**config.mk**
```make
export PLATFORM = sky130hd
export DESIGN_NAME = mem_req_arb_flat
export DESIGN_NICKNAME = d
export VERILOG_FILES = /design/src/rtl/mem_req_arb_if.sv /design/src/rtl/mem_req_arb.sv /design/src/flat_wrapper.sv
export SDC_FILE = /design/constraint.sdc
export NUM_CORES = 1
export LEC_CHECK = 0
export ABC_AREA = 1
export ABC_CLOCK_PERIOD_IN_PS = 1700
export BUFFER_PORTS_ARGS = -buffer_cell sky130_fd_sc_hd__buf_2
export CAP_MARGIN = 0
export CORE_AREA = 5 5 195 197
export CTS_BUF_LIST = sky130_fd_sc_hd__clkbuf_2 sky130_fd_sc_hd__clkbuf_4 sky130_fd_sc_hd__clkbuf_8
export DETAILED_ROUTE_END_ITERATION = 6
export DIE_AREA = 0 0 200 202
export MAX_ROUTING_LAYER = met4
export PLACE_DENSITY = 0.5
export SLEW_MARGIN = 20
export SYNTH_ARGS = -nofsm -noshare
export SYNTH_HDL_FRONTEND = slang
export SYNTH_SLANG_ARGS = --single-unit
```
**constraint.sdc**
```tcl
create_clock -name clk -period 1.7 [get_ports clk]
set_input_delay 0 -clock clk [delete_from_list [all_inputs] [get_ports clk]]
set_output_delay 0 -clock clk [all_outputs]
set_load 0.02 [all_outputs]
```
**src/rtl/mem_req_arb_if.sv**
```systemverilog
// Bundle of requester, rollback and memory-controller signals around mem_req_arb.
// The slave modport is the arbiter's view; master is the surrounding environment.
interface mem_req_arb_if;
    logic         rdy;
    logic         rb;

    logic         fc_valid;
    logic [31:0]  fc_addr;
    logic         fc_done;
    logic [127:0] fc_line;

    logic         ld_valid;
    logic [31:0]  ld_addr;
    logic [3:0]   ld_len;
    logic         ld_io_ok;
    logic         ld_done;
    logic [31:0]  ld_data;

    logic         st_valid;
    logic [31:0]  st_addr;
    logic [31:0]  st_data;
    logic [3:0]   st_len;
    logic         st_done;

    logic         mc_req_valid;
    logic [1:0]   mc_req_kind;
    logic [31:0]  mc_req_addr;
    logic [31:0]  mc_req_wdata;
    logic [3:0]   mc_req_len;
    logic         mc_req_abort;
    logic         mc_req_done;
    logic [127:0] mc_req_rdata;

    modport slave (
        input  rdy, rb,
        input  fc_valid, fc_addr,
        output fc_done, fc_line,
        input  ld_valid, ld_addr, ld_len, ld_io_ok,
        output ld_done, ld_data,
        input  st_valid, st_addr, st_data, st_len,
        output st_done,
        output mc_req_valid, mc_req_kind, mc_req_addr, mc_req_wdata, mc_req_len, mc_req_abort,
        input  mc_req_done, mc_req_rdata
    );

    modport master (
        output rdy, rb,
        output fc_valid, fc_addr,
        input  fc_done, fc_line,
        output ld_valid, ld_addr, ld_len, ld_io_ok,
        input  ld_done, ld_data,
        output st_valid, st_addr, st_data, st_len,
        input  st_done,
        input  mc_req_valid, mc_req_kind, mc_req_addr, mc_req_wdata, mc_req_len, mc_req_abort,
        output mc_req_done, mc_req_rdata
    );
endinterface

```
**src/rtl/mem_req_arb.sv**
```systemverilog
// Store > load > fetch arbiter for the single RAM channel, with fetch starvation guard
// and load rollback abort. Optional macro ARB_IO_GUARD_EN holds IO loads until ld_io_ok.
//
// state   | meaning
// --------+---------------------------------------------------------------
// S_IDLE  | no request outstanding; arbitrate and latch the winner
// S_BUSY  | request held to the controller until mc_req_done or load rollback
// S_ABORT | one cycle after a load abort; controller done is ignored
module mem_req_arb #(
    parameter int STARVE_LIMIT = 8,
    parameter int CNT_W        = 4
) (
    input  logic          clk,
    input  logic          rst,
    mem_req_arb_if.slave  bus
);

    localparam logic [1:0]       KIND_FC   = 2'd0;
    localparam logic [1:0]       KIND_LD   = 2'd1;
    localparam logic [1:0]       KIND_ST   = 2'd2;
    localparam logic [CNT_W-1:0] CNT_LIMIT = CNT_W'(STARVE_LIMIT);
    localparam logic [CNT_W-1:0] CNT_MAX   = '1;

    typedef enum logic [1:0] {
        S_IDLE,
        S_BUSY,
        S_ABORT
    } state_t;

    state_t         r_state;
    logic [CNT_W-1:0] r_starve_cnt;

    logic           r_fc_done;
    logic [127:0]   r_fc_line;
    logic           r_ld_done;
    logic [31:0]    r_ld_data;
    logic           r_st_done;
    logic           r_mc_valid;
    logic [1:0]     r_mc_kind;
    logic [31:0]    r_mc_addr;
    logic [31:0]    r_mc_wdata;
    logic [3:0]     r_mc_len;
    logic           r_mc_abort;

    logic           w_fc_elig;
    logic           w_ld_elig;
    logic           w_st_elig;
    logic           w_force_fc;
    logic           w_gnt;
    logic [1:0]     w_gnt_kind;

    // A requester whose done is showing this cycle has not yet dropped valid.
    assign w_fc_elig = bus.fc_valid && !r_fc_done;
    assign w_st_elig = bus.st_valid && !r_st_done;

`ifdef ARB_IO_GUARD_EN
    logic w_ld_is_io;
    assign w_ld_is_io = (bus.ld_addr[17:16] == 2'b11);
    assign w_ld_elig  = bus.ld_valid && !r_ld_done && !bus.rb && (!w_ld_is_io || bus.ld_io_ok);
`else
    assign w_ld_elig  = bus.ld_valid && !r_ld_done && !bus.rb;
`endif

    assign w_force_fc = (r_starve_cnt >= CNT_LIMIT) && w_fc_elig;

    always_comb begin
        w_gnt      = 1'b0;
        w_gnt_kind = KIND_FC;
        if (w_force_fc) begin
            w_gnt      = 1'b1;
            w_gnt_kind = KIND_FC;
        end else if (w_st_elig) begin
            w_gnt      = 1'b1;
            w_gnt_kind = KIND_ST;
        end else if (w_ld_elig) begin
            w_gnt      = 1'b1;
            w_gnt_kind = KIND_LD;
        end else if (w_fc_elig) begin
            w_gnt      = 1'b1;
            w_gnt_kind = KIND_FC;
        end
    end

    always_ff @(posedge clk) begin
        if (rst) begin
            r_state      <= S_IDLE;
            r_starve_cnt <= '0;
            r_fc_done    <= 1'b0;
            r_fc_line    <= '0;
            r_ld_done    <= 1'b0;
            r_ld_data    <= '0;
            r_st_done    <= 1'b0;
            r_mc_valid   <= 1'b0;
            r_mc_kind    <= KIND_FC;
            r_mc_addr    <= '0;
            r_mc_wdata   <= '0;
            r_mc_len     <= '0;
            r_mc_abort   <= 1'b0;
        end else if (bus.rdy) begin
            r_fc_done  <= 1'b0;
            r_ld_done  <= 1'b0;
            r_st_done  <= 1'b0;
            r_mc_abort <= 1'b0;
            case (r_state)
                S_IDLE: begin
                    if (w_gnt) begin
                        r_mc_valid <= 1'b1;
                        r_mc_kind  <= w_gnt_kind;
                        r_state    <= S_BUSY;
                        case (w_gnt_kind)
                            KIND_ST: begin
                                r_mc_addr  <= bus.st_addr;
                                r_mc_wdata <= bus.st_data;
                                r_mc_len   <= bus.st_len;
                            end
                            KIND_LD: begin
                                r_mc_addr  <= bus.ld_addr;
                                r_mc_wdata <= '0;
                                r_mc_len   <= bus.ld_len;
                            end
                            default: begin
                                r_mc_addr  <= bus.fc_addr;
                                r_mc_wdata <= '0;
                                r_mc_len   <= 4'hF;
                            end
                        endcase
                        if (w_gnt_kind == KIND_FC) begin
                            r_starve_cnt <= '0;
                        end else if (bus.fc_valid && (r_starve_cnt != CNT_MAX)) begin
                            r_starve_cnt <= r_starve_cnt + 1'b1;
                        end
                    end
                end
                S_BUSY: begin
                    // Rollback wins over a coincident controller done for loads.
                    if (bus.rb && (r_mc_kind == KIND_LD)) begin
                        r_mc_valid <= 1'b0;
                        r_mc_abort <= 1'b1;
                        r_state    <= S_ABORT;
                    end else if (bus.mc_req_done) begin
                        r_mc_valid <= 1'b0;
                        r_state    <= S_IDLE;
                        case (r_mc_kind)
                            KIND_ST: r_st_done <= 1'b1;
                            KIND_LD: begin
                                r_ld_done <= 1'b1;
                                r_ld_data <= bus.mc_req_rdata[31:0];
                            end
                            default: begin
                                r_fc_done <= 1'b1;
                                r_fc_line <= bus.mc_req_rdata;
                            end
                        endcase
                    end
                end
                S_ABORT: begin
                    r_state <= S_IDLE;
                end
                default: begin
                    r_state <= S_IDLE;
                end
            endcase
        end
    end

    assign bus.fc_done      = r_fc_done;
    assign bus.fc_line      = r_fc_line;
    assign bus.ld_done      = r_ld_done;
    assign bus.ld_data      = r_ld_data;
    assign bus.st_done      = r_st_done;
    assign bus.mc_req_valid = r_mc_valid;
    assign bus.mc_req_kind  = r_mc_kind;
    assign bus.mc_req_addr  = r_mc_addr;
    assign bus.mc_req_wdata = r_mc_wdata;
    assign bus.mc_req_len   = r_mc_len;
    assign bus.mc_req_abort = r_mc_abort;

endmodule

```
**src/flat_wrapper.sv**
```systemverilog
// flat-port wrapper written by rule: the top's interface ports become plain ports
module mem_req_arb_flat 
#(
    parameter int STARVE_LIMIT = 8,
    parameter int CNT_W        = 4
)
  (clk, rst, bus_rdy, bus_rb, bus_fc_valid, bus_fc_addr, bus_fc_done, bus_fc_line, bus_ld_valid, bus_ld_addr, bus_ld_len, bus_ld_io_ok, bus_ld_done, bus_ld_data, bus_st_valid, bus_st_addr, bus_st_data, bus_st_len, bus_st_done, bus_mc_req_valid, bus_mc_req_kind, bus_mc_req_addr, bus_mc_req_wdata, bus_mc_req_len, bus_mc_req_abort, bus_mc_req_done, bus_mc_req_rdata);
  mem_req_arb_if bus_i ();
  input  logic clk;
  input  logic rst;
  input wire logic [$bits(bus_i.rdy)-1:0] bus_rdy;
  input wire logic [$bits(bus_i.rb)-1:0] bus_rb;
  input wire logic [$bits(bus_i.fc_valid)-1:0] bus_fc_valid;
  input wire logic [$bits(bus_i.fc_addr)-1:0] bus_fc_addr;
  output wire logic [$bits(bus_i.fc_done)-1:0] bus_fc_done;
  output wire logic [$bits(bus_i.fc_line)-1:0] bus_fc_line;
  input wire logic [$bits(bus_i.ld_valid)-1:0] bus_ld_valid;
  input wire logic [$bits(bus_i.ld_addr)-1:0] bus_ld_addr;
  input wire logic [$bits(bus_i.ld_len)-1:0] bus_ld_len;
  input wire logic [$bits(bus_i.ld_io_ok)-1:0] bus_ld_io_ok;
  output wire logic [$bits(bus_i.ld_done)-1:0] bus_ld_done;
  output wire logic [$bits(bus_i.ld_data)-1:0] bus_ld_data;
  input wire logic [$bits(bus_i.st_valid)-1:0] bus_st_valid;
  input wire logic [$bits(bus_i.st_addr)-1:0] bus_st_addr;
  input wire logic [$bits(bus_i.st_data)-1:0] bus_st_data;
  input wire logic [$bits(bus_i.st_len)-1:0] bus_st_len;
  output wire logic [$bits(bus_i.st_done)-1:0] bus_st_done;
  output wire logic [$bits(bus_i.mc_req_valid)-1:0] bus_mc_req_valid;
  output wire logic [$bits(bus_i.mc_req_kind)-1:0] bus_mc_req_kind;
  output wire logic [$bits(bus_i.mc_req_addr)-1:0] bus_mc_req_addr;
  output wire logic [$bits(bus_i.mc_req_wdata)-1:0] bus_mc_req_wdata;
  output wire logic [$bits(bus_i.mc_req_len)-1:0] bus_mc_req_len;
  output wire logic [$bits(bus_i.mc_req_abort)-1:0] bus_mc_req_abort;
  input wire logic [$bits(bus_i.mc_req_done)-1:0] bus_mc_req_done;
  input wire logic [$bits(bus_i.mc_req_rdata)-1:0] bus_mc_req_rdata;
  assign bus_i.rdy = bus_rdy;
  assign bus_i.rb = bus_rb;
  assign bus_i.fc_valid = bus_fc_valid;
  assign bus_i.fc_addr = bus_fc_addr;
  assign bus_fc_done = bus_i.fc_done;
  assign bus_fc_line = bus_i.fc_line;
  assign bus_i.ld_valid = bus_ld_valid;
  assign bus_i.ld_addr = bus_ld_addr;
  assign bus_i.ld_len = bus_ld_len;
  assign bus_i.ld_io_ok = bus_ld_io_ok;
  assign bus_ld_done = bus_i.ld_done;
  assign bus_ld_data = bus_i.ld_data;
  assign bus_i.st_valid = bus_st_valid;
  assign bus_i.st_addr = bus_st_addr;
  assign bus_i.st_data = bus_st_data;
  assign bus_i.st_len = bus_st_len;
  assign bus_st_done = bus_i.st_done;
  assign bus_mc_req_valid = bus_i.mc_req_valid;
  assign bus_mc_req_kind = bus_i.mc_req_kind;
  assign bus_mc_req_addr = bus_i.mc_req_addr;
  assign bus_mc_req_wdata = bus_i.mc_req_wdata;
  assign bus_mc_req_len = bus_i.mc_req_len;
  assign bus_mc_req_abort = bus_i.mc_req_abort;
  assign bus_i.mc_req_done = bus_mc_req_done;
  assign bus_i.mc_req_rdata = bus_mc_req_rdata;
  mem_req_arb #(.STARVE_LIMIT(STARVE_LIMIT), .CNT_W(CNT_W)) u_core (.clk(clk), .rst(rst), .bus(bus_i));
endmodule
```
==> metrics <==
status=complete, but fails checks; failing checks=negative setup slack; fin cells=2,485; first-pass GRT wire length=61.8 mm; worst slack, placed=-0.117 ns; IO Count=508; Met2 Wirelength=21.5 mm; Site Rows=70; Synth cell types=26; Met3 Wirelength=4.05 mm; Final Critical Period=1.73 ns; top cell type by total area after synthesis=dfxtp_1; # clock sinks=241; CP endpoint kind=register; largest net degree at the start of global routing=71; Slew Limit Fails=0; Max rail drop VDD=538 uV; initial drt markers=399; Yosys top cell area share=52.1%; largest stage delay on the critical path=0.35 ns; Final Hold Fails=0; WL final=45.4 mm; Chip Height=202 um; CP Class=register to register; die area=0.0404 mm^2; Layout Nets=2,273; Sequential Power Share=42.0%; CTS tree=yes; cell total after placement=2,090; Clock transition at path regs=0.06 ns; fin worst setup slack=-0.0302 ns; Worst Path Max Fanout=7; grt total ovfl=0; core box area=0.0361 mm^2; GPL Wtd Cong=0.831; vias in the first global route=11,500; port buffer count=506; Post-synth EDFFs=0; Mapped Area=0.00927 mm^2; clock root buffer=clkbuf_8; CP Launch Type=register; DRC=0; clock skew=0.0296 ns; vias per std cell=4.64; Avg Cell Area, Syn=7.95 um^2; Max transition margin=68.2%; post-synthesis async set-or-reset flop share=0%; internal power component=0.0103 W; HP Class=input port to register; Gate Count Post-Synth=1,166; LEAKAGE=8.42 nW; die width=200 um; Syn-to-layout area delta=91.8%; GRT Total Usage=19.6%; period utilization=102%; Max-Cap Viols=0; Fillers=3,341; DR vias=11,500; ranking of synthesized cells by area=dfxtp_1 52%, nor2_1 8.6%, a21oi_1 7.6%; CP required=2.17 ns; critical path data arrival time=2.20 ns; Reg2Reg Setup Slack=-0.03 ns; share of cells above drive strength 1=41.1%; Yosys warnings=0; Net Switching=0.00403 W; initial antenna violation count=1; Pre-Repair DR Iteration Count=5; TritonCTS Buffers=44; Power Dens Cells=806 mW/mm^2; clk_lat worst skew=0.61 ns; RSZ-0062 raised after global routing=true; WL per Instance=18.3 um; final setup fails=2; metal1 wirelength=18.2 mm; sequential fraction of the synthesis area=52.1%; initial core utilization=25.7%; dpl hpwl=26.9 mm; syn_nets=1,445; Hold WS=0.125 ns; TNS Setup=-0.0344 ns; Tightest Pin Transition=0.478 ns; clock power share=38.6%; crit-path cells=inv_4 > nand3_4 > nand2_2 > nor2_4 > inv_2 > ha_4 > buf_12 > a22o_1 > a21boi_2 > a21oi_2; Synth Register Bits=241; top_reg_cell synth=dfxtp_1; H-tree depth=2; DRT antenna net count=0; Max Freq=578 MHz; Switching Share=28.1%; top routing layer in use=met4; Logic pwr share=19.3%; Clock Path Buffers=3; Crit-path slowest cell=dfxtp_4
flip-flops by register name, indices dropped and copies added (netlist names):
| signal | cells |
|---|---|
| u_core.bus.mc_req_wdata | 32 |
| u_core.bus.mc_req_addr | 32 |
| u_core.bus.mc_req_kind | 2 |
| u_core.bus.mc_req_abort | 1 |
| u_core.r_state | 2 |
| u_core.r_starve_cnt | 4 |
| u_core.bus.ld_done | 1 |
| u_core.bus.ld_data | 32 |
| u_core.bus.mc_req_len | 4 |
| u_core.bus.mc_req_valid | 1 |
| u_core.bus.fc_line | 128 |
| u_core.bus.st_done | 1 |
| u_core.bus.fc_done | 1 |
worst max-delay path: cells and delay by family (launching register included):
kind / cells / cell delay (ns)
compound gates: 3 / 0.51
fa+ha+maj: 1 / 0.20
buf+inv: 3 / 0.26
flops: 1 / 0.35
simple gates: 3 / 0.25
cells in the mapped netlist, types with 10 or more instances:
library cell / instances
a21oi_1: 141
a22o_1: 32
clkbuf_1: 47
a21boi_0: 26
o21ai_0: 121
buf_2: 27
dfxtp_1: 241
buf_4: 10
nand3_1: 47
o21ai_1: 77
nand2_1: 98
nor2_1: 213
inv_1: 53
placed cells by master, fill, tap and decap left out, types with 48 or more instances in the layout:
master and instances:
clkbuf_8 49, o21ai_0 67, nand2_1 93, buf_2 506
dlygate4sd3_1 275, o21ai_2 48, o21ai_1 82, a21oi_1 113
dfxtp_1 236, nor2_1 170
kinds of logic after synthesis:
family	synth area share (%)
flops	52.1
xor+xnor	0.0945
fa+ha+maj	0.810
buf+inv	7.29
compound gates	24.0
simple gates	15.7
metal layers:
| layer | vias up | global-route usage [%] |
|---|---|---|
| li1 | 5571 | - |
| met1 | 5327 | 22.0 |
| met2 | 524 | 31.8 |
| met5 | - | - |
| met3 | 116 | 6.68 |
| met4 | 0 | 8.18 |
power by group through the flow:
stage	combinational [W]	clock, W	sequential (W)
2_1_floorplan	0.000690	0	0.00640
3_3_place_gp	0.00186	0	0.00611
3_5_place_dp	0.00186	0	0.00612
4_1_cts	0.00243	0.00569	0.00600
5_1_grt	0.00296	0.00595	0.00604
6_report	0.00277	0.00553	0.00602
what timing repair did:
| item | CTS | global route |
|---|---|---|
| pin swaps | 3 | 50 |
| hold buffers | 275 | 0 |
| endpoints found under the hold margin | 241 | 0 |
| cloned | 5 | 28 |
| setup endpoints to repair | 171 | 221 |
| buffers inserted | 4 | 15 |
| resized for setup | 31 | 253 |
final cells by class:
type                            count  area (um^2)  share of cell area [%]
Clock inverter                      6         67.6                   0.380
Tap cell                          468          586                    3.30
Sequential cell                   241         4840                    27.2
Clock buffer                       62          772                    4.35
Timing Repair Buffer              876         6920                    39.0
Multi-Input combinational cell    775         4330                    24.4
Inverter                           56          244                    1.37
Antenna cell                        1         2.50                  0.0141
through the flow:
step	utilization (%)	power [W]	area (um^2)
2_1_floorplan	-	0.00709	9300
3_3_place_gp	34.6	0.00797	12500
3_5_place_dp	34.6	0.00798	12500
4_1_cts	45.4	0.0141	16400
5_1_grt	49.2	0.0150	17800
6_report	49.2	0.0143	17800
worst paths after layout:
check / start / end / depth (start not counted)
setup / recovery: u_core.bus.fc_done$_SDFFE_PP0P_ / u_core.bus.mc_req_addr[16]$_SDFFE_PP0P_ / 10
hold / removal: bus_fc_valid / u_core.r_starve_cnt[3]$_SDFFE_PP0P_ / 7
setup reg to reg: u_core.bus.fc_done$_SDFFE_PP0P_ / u_core.bus.mc_req_addr[16]$_SDFFE_PP0P_ / 10
hold reg to reg: u_core.bus.mc_req_wdata[23]$_SDFFE_PP0P_ / u_core.bus.mc_req_wdata[23]$_SDFFE_PP0P_ / 2
No activity file was read; power rests on OpenSTA's default activity.
